`src/rtl/oam_dma_controller.sv`:
```
// Sprite DMA sequencer: on a write to DMA_REG_ADDR, halts the CPU and copies
// 256 bytes of page {page, 00..FF} into PPU OAM using alternating GET/PUT cycles.
module oam_dma_controller #(
    parameter logic [15:0] DMA_REG_ADDR = 16'h4014
) (
    input  logic        clk,
    input  logic        rst,
    input  logic [15:0] cpu_addr,
    input  logic        cpu_wr,
    input  logic [7:0]  cpu_wdata,
    output logic        cpu_stall,
    output logic        bus_owner,
    output logic [15:0] dma_addr,
    output logic        dma_rd,
    input  logic [7:0]  rd_data,
    output logic        oam_we,
    output logic [7:0]  oam_addr,
    output logic [7:0]  oam_wdata
);

    typedef enum logic [2:0] {
        S_IDLE,
        S_HALT,
        S_ALIGN,
        S_GET,
        S_PUT
    } state_t;

    state_t      state_q, state_d;
    logic [7:0]  page_q, page_d;
    logic [7:0]  count_q, count_d;
    logic        odd_q;
    logic        stall_q, rd_q, we_q;

    always_comb begin
        state_d = state_q;
        page_d  = page_q;
        count_d = count_q;
        case (state_q)
            S_IDLE: begin
                if (cpu_wr && cpu_addr == DMA_REG_ADDR) begin
                    state_d = S_HALT;
                    page_d  = cpu_wdata;
                    count_d = 8'h00;
                end
            end
            // GET must land on an even cycle; an odd-parity HALT lines that up.
            S_HALT:  state_d = odd_q ? S_GET : S_ALIGN;
            S_ALIGN: state_d = S_GET;
            S_GET:   state_d = S_PUT;
            S_PUT: begin
                count_d = count_q + 8'd1;
                state_d = (count_q == 8'hFF) ? S_IDLE : S_GET;
            end
            default: state_d = S_IDLE;
        endcase
    end

    // Strobes are registered from the next state so they change with the state flops.
    always_ff @(posedge clk or posedge rst) begin
        if (rst) begin
            state_q <= S_IDLE;
            page_q  <= 8'h00;
            count_q <= 8'h00;
            odd_q   <= 1'b0;
            stall_q <= 1'b0;
            rd_q    <= 1'b0;
            we_q    <= 1'b0;
        end else begin
            state_q <= state_d;
            page_q  <= page_d;
            count_q <= count_d;
            odd_q   <= ~odd_q;
            stall_q <= (state_d != S_IDLE);
            rd_q    <= (state_d == S_GET);
            we_q    <= (state_d == S_PUT);
        end
    end

    assign cpu_stall = stall_q;
    assign bus_owner = stall_q;
    assign dma_rd    = rd_q;
    assign dma_addr  = stall_q ? {page_q, count_q} : 16'h0000;
    assign oam_we    = we_q;
    assign oam_addr  = count_q;
    assign oam_wdata = we_q ? rd_data : 8'h00;

endmodule

```
`config.mk`:
```
export PLATFORM = sky130hd
export DESIGN_NAME = oam_dma_controller
export DESIGN_NICKNAME = d
export VERILOG_FILES = /design/src/rtl/oam_dma_controller.sv
export SDC_FILE = /design/constraint.sdc
export NUM_CORES = 1
export LEC_CHECK = 0
export BUFFER_PORTS_ARGS = -buffer_cell sky130_fd_sc_hd__buf_4
export CORE_MARGIN = 2
export CORE_UTILIZATION = 45
export DETAILED_ROUTE_END_ITERATION = 16
export PLACE_DENSITY = 0.82
export REMOVE_ABC_BUFFERS = 1
export SETUP_SLACK_MARGIN = 0.05
export SLEW_MARGIN = 0
export SYNTH_ARGS = -nofsm -noshare
export SYNTH_HDL_FRONTEND = slang
export SYNTH_SLANG_ARGS = --single-unit
```
`constraint.sdc`:
```
create_clock -name clk -period 3.7 [get_ports clk]
set_input_delay 0.37 -clock clk [delete_from_list [all_inputs] [get_ports clk]]
set_output_delay 0.37 -clock clk [all_outputs]
set_load 0.01 [all_outputs]
```
==> flow_summary.yaml <==
setup_path:
  critical_path.slowest_cell: "dfrtp_1"
  critical-path-top-delay-family: "compound AO/OA/AOI/OAI gates"
  reg2reg_start: "oam_addr[0]$_DFFE_PP0P_"
  crit_path_end_kind: "register"
  crit_type: "register to register"
  cp.buffers_inverters: 0
  cpPeakStageDelay_ps: 480
  worstSetupStartpointType: "register"
  worst-endpoint-arrival_ps: 2110
  crit_path_start: "oam_addr[0]$_DFFE_PP0P_"
  cp.required_ps: 3910
  critPathMaxFanout: 6
  cells_along_the_critical_path: "ha_1 > nand3_1 > o31ai_1 > o21ai_0 > or2_2"
floorplanning:
  std_cell_rows: 19
  floorplan.initialDensity_pct: 46.25
  dieWidth_microns: 56.55
  fp.dieH_microns: 56.55
  placeableCoreArea_sq_mm: 0.002686
  io-pin-count: 71
  design.die.area_sq_mm: 0.003197
layout:
  insertedDiodeCount: 0
  final.fill_count: 232
  final_core_utilization_pct: 67.02
  post_layout_net_count: 225
  share_of_final_layout_standard_cells_stronger_than_drive_strength_1_pct: 46.81
  final_design_area_no_fill_sq_mm: 0.001800
  area.growth.synth_to_final_pct: 44.91
timing:
  setup_viol_count_final: 0
  timing.final.ws_setup_ps: 1795
  min_clock_period_post_route_ps: 1905
  post-route-period-util_pct: 51.49
  rsz0062_at_grt: "false"
  fin_skew_ps: 8.490
  slew_viol_final: 0
  timing.final.hold_violations: 0
  least_margin_pin_slew_ps: 869.8
  final.setup.tns_ps: 0
  fmax_mhz: 524.9
  max-slew-margin-rel_pct: 41.95
  fin_worst_hold_slack_ps: 216.6
clock_tree:
  cts_hold_bufs: 0
  cts.sinks: 23
  worst_setup_hold_path_clk_slew_ps: 140
  cts_tree: "yes"
  clockBufferDepth: 2
  cts_repair_resize_count: 0
  clk-insertion-delay-late_ps: 320
  ctsHtreeMaxLevel: 1
  clock-root-buffer: "clkbuf_4"
  cts_buffers: 3
  cts.repair_timing.setup_buffer_count: 0
place:
  half_perimeter_wire_length_of_the_detailed_placement_result_microns: 2269
  gp_congestion: 0.7847
  port_buffers: 70
  pre_cts_ws_ps: 1765
  detailed_place.area_sq_mm: 0.001773
logic_synthesis:
  syn-mean-instance-area_sq_um: 10.53
  share_of_the_yosys_chip_area_belonging_to_registers_pct: 46.32
  syn_inst: 118
  yosys_warning_total: 0
  mappedNetlistArea_sq_mm: 0.001242
  synth_top_cell_by_area: "dfrtp_1"
  synth.top_cell.area_share_pct: 46.32
  netlist-cell-type-count: 33
  synth_area_leaders: "dfrtp_1 46%, and2_1 12%, mux2_2 4.5%"
  ys_ff_latch: 23
detailed_routing:
  route.final.wire_length_microns: 2950
  detailedRoute.firstIterationViolations: 25
  detail_routed_net_length_per_standard_cell_microns: 13.47
  drc: 0
  drt_pass1_iterations: 4
  avgViaCountPerCell: 5.160
  route.vias.total: 1130
  postRouteAntennaNets: 0
global_routing:
  grt_first_pass_wirelength_microns: 5106
  antenna_found_initial: 0
  maximum_number_of_pins_on_one_net_before_global_route_repair: 24
  grt_pass1_vias: 1170
  grt_util_met1_pct: 23.62
  grt-ovfl-total: 0
  groute.layer.met3.usage_pct: 4.147
  global_route.usage.total_pct: 20.39
  grt_most_used_layer: "met2"
  grtUsageMet2_pct: 36.38
run:
  max-cap-violations: 0
hold_path:
  holdCritPathClass: "input port to asynchronous set/reset pin"
power_and_ir_drop:
  seq_power_share_pct: 40.7
  pwr-share-clk_pct: 10.6
  power.static_leakage_nw: 0.8942
  worst_ir_drop_vdd_mv: 0.4347
  powerDensity_mw_per_mm2: 630.1
  combPwrFrac_pct: 48.7
  cellInternalPower_mw: 0.6723
  p_sw_mw: 0.4622
  power_switching_share_pct: 40.74
status:
  status: "finished, final reports clean"
-- power groups by stage --
| stage | logic [mW] | clock network [mW] | registers (mW) |
|---|---|---|---|
| after global routing | 0.602 | 0.133 | 0.485 |
| after CTS | 0.561 | 0.119 | 0.464 |
| after floorplan | 0.251 | 0 | 0.463 |
| final | 0.552 | 0.121 | 0.462 |
| after detailed placement | 0.556 | 0 | 0.469 |
| after global placement | 0.536 | 0 | 0.459 |
-- flip-flops by register name (all words and copies together) (netlist names) --
signal	flops
state_q	3
oam_we	1
bus_owner	1
page_q	8
odd_q	1
dma_rd	1
oam_addr	8
-- kinds of logic after synthesis --
logic type / count (synthesis) / synth area share (%)
simple gates: 60 / 30.92
fa+ha+maj: 1 / 1.007
mux: 9 / 8.056
xor+xnor: 1 / 0.7051
compound gates: 18 / 9.667
buf+inv: 6 / 3.323
flops: 23 / 46.32
-- metrics by stage --
stage | cells | power, mW
2_1_floorplan | 114 | 0.7136
3_3_place_gp | 215 | 0.9953
3_5_place_dp | 215 | 1.024
4_1_cts | 219 | 1.145
5_1_grt | 219 | 1.220
6_report | 219 | 1.135
-- cells in the final DEF (no fill, tap or decap), types with 3 or more instances in the layout --
cell / instances
nand3_1: 5
clkbuf_4: 3
and2_1: 24
buf_4: 70
o211ai_1: 4
mux2_2: 5
dfrtp_1: 23
mux2_1: 3
nor2b_1: 3
o21ai_0: 7
nand2_1: 11
nor2_1: 4
-- cell usage after synthesis --
library cell  number
or3_1              2
nor4_1             1
nand2b_2           1
nor4bb_1           1
nand3_2            1
nor4b_4            1
inv_1              2
o221ai_1           2
mux2i_1            1
clkbuf_1           1
nor2_4             1
o31ai_1            2
buf_6              2
nor3b_4            1
o21ai_0            7
nor2_1             4
a21oi_1            1
ha_1               1
mux2_2             5
dfrtp_1           23
xnor2_1            1
buf_4              1
mux2_1             3
or4_4              1
o211ai_1           4
and2_1            24
nand3_1            5
nor2b_1            3
nor4b_1            1
o311ai_0           1
o21ai_2            1
or2_2              2
nand2_1           11
-- final timing paths --
kind                                          to  slack [ps]  cells past startpoint
min reg2reg                      odd_q$_DFF_PP0_         420                      1
min in group clk           page_q[4]$_DFFE_PP0P_         270                      2
max reg2reg                 state_q[0]$_DFF_PP0_        1790                      5
max                         state_q[0]$_DFF_PP0_        1790                      5
max in group asynchronous   state_q[2]$_DFF_PP0_        2950                      2
min                        page_q[0]$_DFFE_PP0P_         220                      2
-- layout make-up --
class | instances | area (sq um) | area share (%)
inverter | 2 | 7.507 | 0.4170
sequential | 23 | 575.6 | 31.97
clock buffer | 3 | 22.52 | 1.251
tap | 31 | 38.79 | 2.154
multi-input combinational | 89 | 625.6 | 34.75
timing repair buffer | 70 | 525.5 | 29.19
clock inverter | 1 | 5.005 | 0.2780
-- per-layer routing --
layer  up-vias  wire (microns)
li1        553               -
met1       524            1168
met2        48            1497
met3         5             235
met4         0              49
met5         -               0
No activity file was read; power rests on OpenSTA's default activity.
